## src/rtl/fetch_stage_pkg.sv

```systemverilog
// Shared IF-stage constants and types: memory map, CP0 exception codes,
// the IF/ID payload record and the fetch-address legality check.
package fetch_stage_pkg;

    localparam logic [31:0] PC_RESET  = 32'h0000_3000;
    localparam logic [31:0] EXC_ENTRY = 32'h0000_4180;
    localparam logic [31:0] IM_BASE   = 32'h0000_3000;
    localparam logic [31:0] IM_LIMIT  = 32'h0000_6FFC;

    // CP0 Cause.ExcCode values, shared with CP0 and the later pipeline registers
    localparam logic [4:0] EXC_INT     = 5'd0;
    localparam logic [4:0] EXC_ADEL    = 5'd4;
    localparam logic [4:0] EXC_ADES    = 5'd5;
    localparam logic [4:0] EXC_SYSCALL = 5'd8;
    localparam logic [4:0] EXC_RI      = 5'd10;
    localparam logic [4:0] EXC_OV      = 5'd12;

    typedef enum logic [2:0] {
        NPC_EXC,
        NPC_ERET,
        NPC_HOLD,
        NPC_REDIRECT,
        NPC_SEQ
    } npc_src_e;

    typedef struct packed {
        logic [31:0] instr;
        logic [31:0] pc;
        logic        exc;
        logic [4:0]  exc_code;
        logic        bd;
    } if_id_t;

    function automatic logic fetch_addr_bad(input logic [31:0] addr);
        return (addr[1:0] != 2'b00) || (addr < IM_BASE) || (addr > IM_LIMIT);
    endfunction

    // A flushed slot carries no instruction and no fault, only the PC it refers to.
    function automatic if_id_t if_id_bubble(input logic [31:0] pc);
        if_id_t b;
        b.instr    = 32'h0000_0000;
        b.pc       = pc;
        b.exc      = 1'b0;
        b.exc_code = EXC_INT;
        b.bd       = 1'b0;
        return b;
    endfunction

endpackage

```

## src/rtl/fetch_stage_if_id_reg.sv

```systemverilog
// IF/ID pipeline register: load when enabled, bubble on flush, hold otherwise.
module fetch_stage_if_id_reg
    import fetch_stage_pkg::*;
(
    input  logic        i_clk,
    input  logic        i_reset,
    input  logic        i_en,
    input  logic        i_flush,
    input  logic [31:0] i_flush_pc,
    input  if_id_t      i_d,
    output if_id_t      o_q
);

    if_id_t r_q;

    // Flush wins over a disabled register so exception/eret can bypass a stall.
    always_ff @(posedge i_clk) begin
        if (i_reset) begin
            r_q <= if_id_bubble(PC_RESET);
        end else if (i_flush) begin
            r_q <= if_id_bubble(i_flush_pc);
        end else if (i_en) begin
            r_q <= i_d;
        end
    end

    assign o_q = r_q;

endmodule

```

## src/rtl/fetch_stage.sv

```systemverilog
// MIPS IF stage: PC register, next-PC priority selection, fetch-address
// checking and the IF/ID register feeding decode.
module fetch_stage
    import fetch_stage_pkg::*;
(
    input  logic        i_clk,
    input  logic        i_reset,
    input  logic        i_stall,
    input  logic        i_npc_sel,
    input  logic [31:0] i_npc_target,
    input  logic        i_id_is_jump,
    input  logic        i_exc_req,
    input  logic        i_eret_req,
    input  logic [31:0] i_epc,
    input  logic [31:0] i_instr_f,
    output logic [31:0] o_pc_f,
    output logic [31:0] o_instr_d,
    output logic [31:0] o_pc_d,
    output logic        o_exc_d,
    output logic [4:0]  o_exc_code_d,
    output logic        o_bd_d
);

    logic [31:0] r_pc;
    npc_src_e    w_npc_src;
    logic [31:0] w_pc_next;
    logic        w_bad;
    logic        w_flush;
    logic [31:0] w_flush_pc;
    if_id_t      w_fetch;
    if_id_t      w_if_id;

    always_comb begin
        if (i_exc_req) begin
            w_npc_src = NPC_EXC;
        end else if (i_eret_req) begin
            w_npc_src = NPC_ERET;
        end else if (i_stall) begin
            w_npc_src = NPC_HOLD;
        end else if (i_npc_sel) begin
            w_npc_src = NPC_REDIRECT;
        end else begin
            w_npc_src = NPC_SEQ;
        end
    end

    // Sequential increment wraps modulo 2^32; the wrapped PC is caught by the checker.
    always_comb begin
        case (w_npc_src)
            NPC_EXC:      w_pc_next = EXC_ENTRY;
            NPC_ERET:     w_pc_next = i_epc;
            NPC_HOLD:     w_pc_next = r_pc;
            NPC_REDIRECT: w_pc_next = i_npc_target;
            NPC_SEQ:      w_pc_next = r_pc + 32'd4;
            default:      w_pc_next = r_pc + 32'd4;
        endcase
    end

    always_ff @(posedge i_clk) begin
        if (i_reset) begin
            r_pc <= PC_RESET;
        end else begin
            r_pc <= w_pc_next;
        end
    end

    assign w_bad = fetch_addr_bad(r_pc);

    // A bad fetch becomes a flagged nop; CP0 raises AdEL when it reaches M.
    always_comb begin
        w_fetch.pc = r_pc;
        w_fetch.bd = i_id_is_jump;
        if (w_bad) begin
            w_fetch.instr    = 32'h0000_0000;
            w_fetch.exc      = 1'b1;
            w_fetch.exc_code = EXC_ADEL;
        end else begin
            w_fetch.instr    = i_instr_f;
            w_fetch.exc      = 1'b0;
            w_fetch.exc_code = EXC_INT;
        end
    end

    assign w_flush    = i_exc_req | i_eret_req;
    assign w_flush_pc = i_exc_req ? EXC_ENTRY : i_epc;

    fetch_stage_if_id_reg u_if_id (
        .i_clk      (i_clk),
        .i_reset    (i_reset),
        .i_en       (~i_stall),
        .i_flush    (w_flush),
        .i_flush_pc (w_flush_pc),
        .i_d        (w_fetch),
        .o_q        (w_if_id)
    );

    assign o_pc_f       = r_pc;
    assign o_instr_d    = w_if_id.instr;
    assign o_pc_d       = w_if_id.pc;
    assign o_exc_d      = w_if_id.exc;
    assign o_exc_code_d = w_if_id.exc_code;
    assign o_bd_d       = w_if_id.bd;

endmodule

```

## config.mk

```make
export PLATFORM = sky130hd
export DESIGN_NAME = fetch_stage
export DESIGN_NICKNAME = d
export VERILOG_FILES = /design/src/rtl/fetch_stage_pkg.sv /design/src/rtl/fetch_stage_if_id_reg.sv /design/src/rtl/fetch_stage.sv
export SDC_FILE = /design/constraint.sdc
export NUM_CORES = 1
export LEC_CHECK = 0
export CAP_MARGIN = 5
export CORE_AREA = 4 4 113 115
export CTS_BUF_LIST = sky130_fd_sc_hd__clkbuf_4
export CTS_CLUSTER_SIZE = 16
export DETAILED_ROUTE_END_ITERATION = 10
export DIE_AREA = 0 0 117 119
export GPL_TIMING_DRIVEN = 0
export PLACE_DENSITY = 0.81
export RECOVER_POWER = 50
export SETUP_SLACK_MARGIN = 0.3
export SKIP_CTS_REPAIR_TIMING = 1
export SKIP_LAST_GASP = 1
export SLEW_MARGIN = 0
export SYNTH_ARGS = -nofsm -noshare
export SYNTH_HDL_FRONTEND = slang
export SYNTH_SLANG_ARGS = --single-unit
```

## constraint.sdc

```tcl
create_clock -name i_clk -period 5.9 [get_ports i_clk]
set_input_delay 0.885 -clock i_clk [delete_from_list [all_inputs] [get_ports i_clk]]
set_output_delay 0.885 -clock i_clk [all_outputs]
set_load 0.02 [all_outputs]
```

==> results.cfg, run 1 <==
[status]
status = complete, no violations

[synth]
postSynthAreaPerCell_um2 = 8.28
async_flop_share_pct = 0
synth_area_leaders = dfxtp_1 38%, mux2i_1 6.7%, nor2_1 6.4%, buf_4 5.6%, a22oi_1 4.9%
ys_warn_count = 0
synth.distinct_cells = 60
synth_edf_count = 0
synth-seq-cells = 98
netlist_instances = 627
ys.flop_type = dfxtp_1
syn_area_um2 = 5190
synth_top_area_share_pct = 37.8
synth_area_leader_cell = dfxtp_1
synth-seq-area-share_pct = 37.8

[placed_design]
gp_congestion = 0.925
dp.cells = 977
hpwlAfterDp_um = 14800
port_buffers = 200

[die]
die-height_um = 119
ios = 206
core_um2 = 11800
die_x_um = 117
rows = 40
die-area_um2 = 13900
start_util_pct = 44.0

[drt]
vias_per_cell = 5.90
drc = 0
ant_nets = 0
vias = 5866
wl_per_cell_um = 19.9
drtPass1Iterations = 8
drt_iter0_drc = 659
wirelength_um = 19800

[timing]
hold_viol_final = 0
setup-violations-final = 0
grt_setup_unrepaired = false
report.final.slew_viol_count = 0
setup_tns_ns = 0
fin_crit_sh_pct = 63.6
max_freq_mhz = 267
skew_ns = 0.0268
tightest_slew_ns = 0.800
period_needed_ns = 3.75
slew_headroom_pct = 46.7

[critical_path]
critPathKind = in2reg
worstSetupStartpointType = input pin
crit_fanout = 10
crit_arrival_ns = 4.14
cp.required_ns = 6.28
crit_path_end_kind = flip-flop

[clock_network]
htree_levels = 3
clockRootBuffer = clkbuf_4
worstSkewPairLatency_ns = 0.48
cts_sinks = 98
cts_tree = yes
numCtsBuffers = 9
cts.clk_slew.worst_paths_ns = 0.15
clock_path_buffers = 2

[final_layout]
seqCellArea_um2 = 1960
layout_commonest_cell = clkdlybuf4s50_1
nets = 945
drive_above_1_share_pct = 9.69
layout_common_cells = 120 x clkdlybuf4s50_1, 98 x dfxtp_1, 89 x nor2_1
fillers = 1044
area_delta_synth_final_pct = 44.7
instances_no_fill = 994
multi_input_area_um2 = 2680

[grt]
grt_usage_pct = 27.8
grt_remaining_overflow = 0
grt_pass1_wl_um = 30300
antenna_found_initial = 1
grt_pass1_vias = 5896
grt_max_degree = 17

[pwr]
p_per_area_nw_per_um2 = 190
vdd_drop_max_uv = 109
p_leak_nw = 3.01

[flow_run]
max_cap_viol_count = 0

[hold_path]
hold_path.class = reg2reg
## worst max-delay path: stages
cell and delay (ns):
dlygate4sd3_1 0.58, clkbuf_1 0.53, clkinv_1 0.61, clkbuf_1 0.46
clkbuf_1 0.38, clkbuf_1 0.37, a211oi_1 0.31
## report_power, final
| group | internal, W | switching, W |
|---|---|---|
| registers | 0.000687 | 0.0000303 |
| clock network | 0.000129 | 0.000240 |
| logic | 0.000168 | 0.000174 |
## cell usage after synthesis, types with 14 or more instances
library cell	number
nor3_1	23
mux2i_1	35
o21ai_0	25
a22oi_1	34
buf_2	14
clkbuf_1	24
a21oi_1	46
buf_4	39
dfxtp_1	98
nand2_1	24
a211oi_1	33
nor2_1	89
## logic make-up after synthesis
logic type | Yosys count | synth area share, %
multiplexers | 38 | 7.40
XOR/XNOR | 3 | 0.506
flip-flops | 98 | 37.8
other | 1 | 0.0722
adder cells (fa/ha/maj) | 1 | 0.241
buffers and inverters | 98 | 10.7
AO/OA/AOI/OAI | 177 | 22.6
AND/OR/NAND/NOR | 211 | 20.7
## routing by layer
layer  global-route usage, %  up-vias  part of all wire, %
met5                       0        -                    0
met4                    11.8        0                  2.9
met3                    6.61       66                   11
met2                    46.1      388                   48
met1                    33.9     2728                   38
li1                        -     2684                    -
## area by class of cell
| type | instances | area share (%) |
|---|---|---|
| antenna | 1 | 0.0333 |
| buffer | 84 | 6.58 |
| clock buffer | 9 | 0.899 |
| clock inverter | 7 | 0.883 |
| inverter | 14 | 0.699 |
| multi-input combinational | 434 | 35.7 |
| sequential | 98 | 26.1 |
| tap | 147 | 2.45 |
| timing repair buffer | 200 | 26.6 |
## metrics by stage
stage / hold slack, ns / area, um^2 / power, W / utilization, % / setup WS (ns)
2_1_floorplan: 0.471 / 5200 / 0.000902 / - / 3.75
3_3_place_gp: 0.491 / 7390 / 0.00107 / 62.6 / 2.38
3_5_place_dp: 0.502 / 7390 / 0.00107 / 62.6 / 2.37
4_1_cts: 0.537 / 7520 / 0.00143 / 63.7 / 2.86
5_1_grt: 0.564 / 7510 / 0.00148 / 63.6 / 2.15
6_report: 0.529 / 7510 / 0.00143 / 63.6 / 2.15
## worst paths after layout
check / start / cells past startpoint / end / slack, ns
max: i_eret_req / 7 / u_if_id.o_q[12] / 2.15
max reg2reg: o_pc_f[2] / 6 / o_pc_f[20] / 3.47
min reg2reg: u_if_id.o_q[66] / 2 / u_if_id.o_q[66] / 0.53
min: u_if_id.o_q[66] / 2 / u_if_id.o_q[66] / 0.53
## state kept, by name (all words and copies together) (netlist names)
name and flops:
o_pc_f 32, u_if_id.o_q 66
Power figures use the tool's default switching activity.
==> inputs of run 2 (changes only) <==
CORE_AREA = 4 4 118 120   (was 4 4 113 115)
DIE_AREA = 0 0 122 124   (was 0 0 117 119)
PLACE_DENSITY = 0.78   (was 0.81)
clock period = 3.2 ns   (was 5.9 ns; I/O delays follow)
==> results.cfg, run 2 (same netlist as run 1, synthesis figures left out) <==
[status]
status = complete, no violations

[timing]
tightest_slew_ns = 0.984
grt_setup_unrepaired = false
setup-violations-final = 0
hold_viol_final = 0
period_needed_ns = 2.93
max_freq_mhz = 341
skew_ns = 0.0283
report.final.slew_viol_count = 0
slew_headroom_pct = 34.4
setup_tns_ns = 0
hold_ws_ns = 0.237
fin_crit_sh_pct = 91.7

[grt]
antenna_found_initial = 0
grt_pass1_vias = 5568
grt_remaining_overflow = 0
grt_max_degree = 15
grt_usage_pct = 25.7
grt_pass1_wl_um = 30000

[critical_path]
crit_path_top_delay_cell = dlygate4sd3_1
cpLargestDelayFamily = buffers and inverters
cp.required_ns = 3.56
critical_path_buf_inv_count = 5
crit_fanout = 10
worstSetupStartpointType = input pin
crit_path_end_kind = flip-flop
crit_chain = dlygate4sd3_1, buf_2, clkbuf_1, clkbuf_1, clkbuf_1, nor2_1, a21oi_1, nor2_1
crit_arrival_ns = 3.29
critPathKind = in2reg
cpPeakStageDelay_ns = 0.58
cpMostUsedCell = clkbuf_1

[drt]
wl_per_cell_um = 19.4
ant_nets = 0
m1WireLength_um = 7870
route.met3.wl_um = 2310
vias = 5731
drc = 0
vias_per_cell = 5.60
wirelength_um = 19900
drt_iter0_drc = 563
dr.max_layer_used = met4
wl_met2_um = 9070
drtPass1Iterations = 5

[pwr]
vdd_drop_max_uv = 158
p_per_area_nw_per_um2 = 339
p_leak_nw = 3.02

[clock_network]
cts.clk_slew.worst_paths_ns = 0.16
cts_sinks = 98
numCtsBuffers = 9
worstSkewPairLatency_ns = 0.47
clockRootBuffer = clkbuf_4
cts_tree = yes
clock_path_buffers = 2
htree_levels = 3

[die]
die_x_um = 122
start_util_pct = 40.0
ios = 206
die-height_um = 124
die-area_um2 = 15100
rows = 42
core_um2 = 13000

[placed_design]
placed_cell_area_um2 = 7430
port_buffers = 200
gp_congestion = 0.953
hpwlAfterDp_um = 14700

[final_layout]
multi_input_area_um2 = 2680
seqCellArea_um2 = 1960
layout_commonest_cell = clkdlybuf4s50_1
fin_area_um2 = 7530
drive_above_1_share_pct = 9.81
fillers = 1237
largest_reg_flops = 66
area_delta_synth_final_pct = 44.9
layout_common_cells = 114 x clkdlybuf4s50_1, 98 x dfxtp_1, 89 x nor2_1
nets = 945

[flow_run]
max_cap_viol_count = 0

[hold_path]
hold_path.class = in2reg
==> run 2: changes by cell type in the layout (fill, tap and decap cells not counted), sizes merged <==
cell	before	now
clkdlybuf4s50	120	114
dlygate4sd3	80	86
clkbuf	41	43
inv	14	12
buf	52	53
bufinv	1	0
==> run 2: path summary, 6_finish.rpt <==
| check | startpoint | end | slack (ns) | cells past startpoint |
|---|---|---|---|---|
| max | i_eret_req | u_if_id.o_q[32] | 0.27 | 8 |
| min | i_reset | o_pc_f[17] | 0.24 | 2 |
| max reg2reg | o_pc_f[2] | o_pc_f[22] | 0.93 | 6 |
| min reg2reg | u_if_id.o_q[0] | u_if_id.o_q[0] | 0.52 | 2 |
==> run 2: cell type report <==
| cell class | count | share of cell area, % |
|---|---|---|
| clock inverter | 4 | 0.249 |
| timing repair buffer | 200 | 26.6 |
| sequential | 98 | 26.1 |
| tap | 176 | 2.93 |
| buffer | 84 | 6.58 |
| inverter | 14 | 0.698 |
| multi-input combinational | 434 | 35.6 |
| antenna | 1 | 0.0333 |
| clock buffer | 12 | 1.20 |
==> run 2: routing by layer <==
layer	track usage (%)	vias to the layer above
li1	-	2679
met1	31.9	2637
met2	42.2	348
met3	6.68	67
met4	11.5	0
met5	0	-
==> run 2: metrics by stage <==
step	total power, W	utilization, %	instances	setup slack (ns)
2_1_floorplan	0.00166	-	630	1.34
3_3_place_gp	0.00198	57.2	1006	0.0569
3_5_place_dp	0.00198	57.2	1006	0.0629
4_1_cts	0.00257	58.1	1022	0.560
5_1_grt	0.00267	58.0	1022	0.197
6_report	0.00255	58.0	1023	0.266
==> run 2: power breakdown <==
group | switching [W] | internal [W]
Combinational | 0.000319 | 0.000309
Clock | 0.000419 | 0.000181
Sequential | 0.0000546 | 0.00127
Total | 0.000793 | 0.00176
